===== config.mk =====
export PLATFORM = sky130hd
export DESIGN_NAME = serial_subtractor
export DESIGN_NICKNAME = d
export VERILOG_FILES = /design/src/rtl/serial_arith_pkg.sv /design/src/rtl/full_subtractor.sv /design/src/rtl/serial_subtractor.sv
export SDC_FILE = /design/constraint.sdc
export NUM_CORES = 1
export LEC_CHECK = 0
export ABC_CLOCK_PERIOD_IN_PS = 1500
export BUFFER_PORTS_ARGS = -buffer_cell sky130_fd_sc_hd__buf_2
export CAP_MARGIN = 20
export CORE_MARGIN = 8
export CORE_UTILIZATION = 48
export DETAILED_ROUTE_END_ITERATION = 8
export PLACE_DENSITY_LB_ADDON = 0.25
export SKIP_CTS_REPAIR_TIMING = 1
export SLEW_MARGIN = 20
export SYNTH_ARGS = -nofsm -noshare
export SYNTH_HDL_FRONTEND = slang
export SYNTH_SLANG_ARGS = --single-unit

===== constraint.sdc =====
create_clock -name clk -period 1.5 [get_ports clk]
set_input_delay 0.225 -clock clk [delete_from_list [all_inputs] [get_ports clk]]
set_output_delay 0.225 -clock clk [all_outputs]
set_load 0.005 [all_outputs]

===== src/rtl/serial_arith_pkg.sv =====
// Shared definitions for the bit-serial arithmetic units (subtractor now, adder planned).
package serial_arith_pkg;

  localparam int DEFAULT_WIDTH = 8;

  typedef enum logic [1:0] {
    IDLE = 2'd0,
    BUSY = 2'd1,
    DONE = 2'd2
  } state_t;

endpackage


===== src/rtl/full_subtractor.sv =====
// One-bit full subtractor: d = a - b - bi, with borrow out bo.
module full_subtractor (
  input  logic a,
  input  logic b,
  input  logic bi,
  output logic d,
  output logic bo
);

  assign d  = a ^ b ^ bi;
  assign bo = (~a & b) | (~(a ^ b) & bi);

endmodule


===== src/rtl/serial_subtractor.sv =====
// Bit-serial two's-complement subtractor, LSB first, one bit per clock.
// Optional signed overflow flag (ovf port) when SUB_OVF_FLAG_EN is defined.
//
// Handshake: start is sampled only in IDLE or DONE (busy==0); the accepting edge
// captures a/b. done pulses for one cycle; diff/bout(/ovf) are valid from that
// cycle and hold until the next op commits. start while busy==1 is dropped.
module serial_subtractor
  import serial_arith_pkg::*;
#(
  parameter int WIDTH = DEFAULT_WIDTH
) (
  input  logic             clk,
  input  logic             reset,
  input  logic             start,
  input  logic [WIDTH-1:0] a,
  input  logic [WIDTH-1:0] b,
  output logic             busy,
  output logic             done,
  output logic [WIDTH-1:0] diff,
  output logic             bout,
`ifdef SUB_OVF_FLAG_EN
  output logic             ovf,
`endif
  output state_t           state_dbg
);

  localparam int CNT_W = $clog2(WIDTH + 1);
  localparam logic [CNT_W-1:0] LAST_BIT = CNT_W'(WIDTH - 1);

  state_t           state_q, state_d;
  logic [WIDTH-1:0] a_q, a_d, b_q, b_d;
  logic [WIDTH-2:0] res_q, res_d;
  logic [CNT_W-1:0] cnt_q, cnt_d;
  logic             br_q, br_d;
  logic [WIDTH-1:0] diff_q, diff_d;
  logic             bout_q, bout_d;
  logic             busy_q, busy_d;
  logic             done_q, done_d;
`ifdef SUB_OVF_FLAG_EN
  logic             sa_q, sa_d, sb_q, sb_d;
  logic             ovf_q, ovf_d;
`endif

  logic             fs_d, fs_bo;
  logic [WIDTH-1:0] shifted;

  full_subtractor u_fs (
    .a  (a_q[0]),
    .b  (b_q[0]),
    .bi (br_q),
    .d  (fs_d),
    .bo (fs_bo)
  );

  // New bit enters at the MSB; after WIDTH shifts the LSB of the result sits at bit 0.
  assign shifted = {fs_d, res_q};

  always_comb begin
    state_d = state_q;
    a_d     = a_q;
    b_d     = b_q;
    res_d   = res_q;
    cnt_d   = cnt_q;
    br_d    = br_q;
    diff_d  = diff_q;
    bout_d  = bout_q;
    busy_d  = 1'b0;
    done_d  = 1'b0;
`ifdef SUB_OVF_FLAG_EN
    sa_d    = sa_q;
    sb_d    = sb_q;
    ovf_d   = ovf_q;
`endif
    case (state_q)
      IDLE, DONE: begin
        state_d = IDLE;
        if (start) begin
          state_d = BUSY;
          busy_d  = 1'b1;
          a_d     = a;
          b_d     = b;
          br_d    = 1'b0;
          cnt_d   = '0;
`ifdef SUB_OVF_FLAG_EN
          sa_d    = a[WIDTH-1];
          sb_d    = b[WIDTH-1];
`endif
        end
      end
      BUSY: begin
        busy_d = 1'b1;
        a_d    = a_q >> 1;
        b_d    = b_q >> 1;
        res_d  = shifted[WIDTH-1:1];
        br_d   = fs_bo;
        cnt_d  = cnt_q + CNT_W'(1);
        if (cnt_q == LAST_BIT) begin
          state_d = DONE;
          busy_d  = 1'b0;
          done_d  = 1'b1;
          diff_d  = shifted;
          bout_d  = fs_bo;
`ifdef SUB_OVF_FLAG_EN
          ovf_d   = (sa_q ^ sb_q) & (sa_q ^ fs_d);
`endif
        end
      end
      default: state_d = IDLE;
    endcase
  end

  always_ff @(posedge clk or posedge reset) begin
    if (reset) begin
      state_q <= IDLE;
      a_q     <= '0;
      b_q     <= '0;
      res_q   <= '0;
      cnt_q   <= '0;
      br_q    <= 1'b0;
      diff_q  <= '0;
      bout_q  <= 1'b0;
      busy_q  <= 1'b0;
      done_q  <= 1'b0;
`ifdef SUB_OVF_FLAG_EN
      sa_q    <= 1'b0;
      sb_q    <= 1'b0;
      ovf_q   <= 1'b0;
`endif
    end else begin
      state_q <= state_d;
      a_q     <= a_d;
      b_q     <= b_d;
      res_q   <= res_d;
      cnt_q   <= cnt_d;
      br_q    <= br_d;
      diff_q  <= diff_d;
      bout_q  <= bout_d;
      busy_q  <= busy_d;
      done_q  <= done_d;
`ifdef SUB_OVF_FLAG_EN
      sa_q    <= sa_d;
      sb_q    <= sb_d;
      ovf_q   <= ovf_d;
`endif
    end
  end

  assign busy      = busy_q;
  assign done      = done_q;
  assign diff      = diff_q;
  assign bout      = bout_q;
  assign state_dbg = state_q;
`ifdef SUB_OVF_FLAG_EN
  assign ovf       = ovf_q;
`endif

endmodule


==> results by group <==
Floorplanning
  – Initial Util: 50.1%
  – Ports: 32
  – Row cnt: 21
  – Die span in y: 75.3 um
  – Die width: 75.3 um
  – Core footprint: 3360 um^2
  – Area of the die: 5670 um^2

Synthesis
  – Synth Cell Area: 1690 um^2
  – Syn Inst Count: 151
  – Total of warnings raised by yosys: 0
  – Simple-gate share of the synthesized area: 16.6%
  – Post-Synth Adder-Cell Area: 1.93%
  – Sequential fraction of the synthesis area: 60.8%
  – Synth top area share: 60.8%
  – Largest family of logic cells by synthesized area: simple AND/OR/NAND/NOR gates
  – Post-synth top flop: dfrtp_1
  – Synth Area in XOR/XNOR: 0.519%
  – Number of synthesized flops with an enable pin: 0
  – Post-synth top area cell: dfrtp_1
  – Syn Area/Cell: 11.2 um^2
  – FF+latch count, synth: 41
  – Top cells by area, synth: dfrtp_1 (61%), nand2_1 (8.5%), a22oi_1 (5.8%), mux2_2 (5.3%), nand3_1 (3.9%)
  – Async set-reset flop share out of synthesis: 100%
  – Netlist cell types: 25
  – Compound-Gate Fraction of Synth Area: 9.27%
  – Mux cell area share after synthesis: 7.12%
  – Post-Syn Nets: 172

STA
  – Hold_ws: 0.0807 ns
  – Count of pins over their slew limit: 0
  – RSZ-0062 raised after global routing: true
  – Period minus WS final: 1.47 ns
  – Final worst path period share: 97.8%
  – Final Hold Fails: 0
  – Max-slew headroom: 66.1%
  – Clock skew: 0.00336 ns
  – Final setup violation count: 0
  – Worst Tran Pin Value: 0.509 ns
  – FMAX: 682 MHz

Setup path
  – Worst path required time: 1.74 ns
  – Critical Path AT: 1.71 ns
  – Cells on worst reg2reg path: 5
  – Reg-to-reg slack, setup: 0.03 ns
  – Crit-path max FO: 5
  – Critical Path Start: cnt_q[1]
  – Worst r2r src: cnt_q[1]
  – CP Launch Type: register
  – Setup CP Type: register to register
  – Crit. End Element: register

Hold path
  – Min-delay src: a[0]
  – Hold Crit Class: input port to register
  – Hold Path Stages: 3

Global route
  – Overflow after GRT: 0
  – First-pass GRT wire length: 6090 um
  – Initial antenna violation count: 0
  – Vias in the first global route: 1,417
  – Largest net degree at the start of global routing: 42
  – All-Layer GR Usage: 14.4%

Power
  – Maximum VDD drop: 0.841 mV
  – Power Dens Cells: 2030 nW/um^2
  – Pleak: 0.00108 uW

CTS
  – Clock transition at the registers of the reported paths: 0.11 ns
  – CTS tree: built
  – Worst-Skew Late Latency: 0.34 ns
  – Total CTS buffers: 5
  – H-tree depth: 2
  – Clock root cell: clkbuf_4
  – Clock sink count: 41
  – Clk buf depth: 2

Final layout
  – Commonest non-fill, non-tap cells in the layout: dfrtp_1 (41), nand2_1 (37), buf_2 (31)
  – Layout cells sized above 1: 32.1%
  – Ant. Diodes: 0
  – Commonest non-fill, non-tap cell in the layout: dfrtp_1
  – Nets: 213
  – Utilization after layout: 61.8%
  – Area Overhead vs Synth: 23.3%

Placed design
  – GP Congestion: 0.766
  – HPWL Detailed: 2480 um
  – Buffers on Ports: 31

Routing
  – Drt first pass iters: 5
  – DR DRC count: 0
  – Vias per cell: 5.24
  – Post-DRT Antenna Nets: 0
  – Initial drt markers: 91
  – Via count: 1,253
  – WL/cell: 15.1 um
  – Total Wirelength: 3610 um

Flow run
  – Max-cap violations: 0

Status
  – Outcome: finished clean
[per-stage QoR]
stage                     total power (uW)  cell area, um^2  cells  TNS (ns)  setup WS, ns
after floorplan                       2940             1690    151         0       0.00479
after global placement                3350             1910    226         0        0.0785
after detailed placement              3470             1910    226         0       0.00812
after CTS                             4080             1980    234   -0.0483       -0.0122
after global routing                  4580             2080    239    -0.194       -0.0363
final                                 4230             2080    239         0        0.0330
[flip-flops by register name, summed over array words and instances, names as in the netlist]
| register | count |
|---|---|
| res_q | 7 |
| diff | 8 |
| done | 1 |
| b_q | 8 |
| cnt_q | 4 |
| state_dbg | 2 |
| br_q | 1 |
| a_q | 8 |
| bout | 1 |
| busy | 1 |
[cells in the mapped netlist (2+ instances only)]
master / count
inv_1: 4
a22oi_1: 13
clkbuf_1: 6
nand3_1: 13
nor2b_1: 2
nand2b_1: 2
mux2_2: 8
nor2_1: 2
mux2i_1: 3
nor3_1: 2
a22o_1: 4
nand2_1: 38
buf_2: 2
dfrtp_1: 41
[layer usage]
metal	GRT usage, %	vias to the layer above	part of all wire (%)
li1	-	599	-
met1	14.5	616	42
met2	25.7	31	51
met3	5.33	7	5.8
met4	6.61	0	1.6
met5	0	-	0
[kinds of logic (layout without fill, tap and decap cells)]
| logic type | after synthesis | after routing |
|---|---|---|
| flip-flops | 41 | 41 |
| AND/OR/NAND/NOR | 62 | 62 |
| multiplexers | 11 | 11 |
| adder cells (fa/ha/maj) | 2 | 2 |
| XOR/XNOR | 1 | 1 |
| buffers and inverters | 14 | 56 |
| AO/OA/AOI/OAI | 20 | 20 |
[power by group]
part | total (uW) | switching (uW) | internal, uW
Sequential | 1900 | 319 | 1590
Clock | 615 | 343 | 272
Combinational | 1710 | 876 | 835
Total | 4230 | 1540 | 2690
[layout make-up]
type | count | area [um^2]
clock inverters | 1 | 5.00
well taps | 46 | 57.6
multi-input cells | 96 | 648
clock buffers | 7 | 65.1
fillers | 315 | 1280
flip-flops and latches | 41 | 1030
repair buffers | 44 | 263
inverters | 4 | 15.0
[worst paths after layout]
path / end
max: diff[2]
min: a_q[0]
max reg2reg: diff[2]
min reg2reg: res_q[0]
max in group asynchronous: res_q[2]
min in group asynchronous: diff[5]
[critical path: stages, from the launching register on]
cell and delay [ns]:
dfrtp_1 0.43, ha_4 0.17, nand2_4 0.06, nor3_4 0.23
buf_6 0.17, mux2_4 0.30
Power figures use the tool's default switching activity.
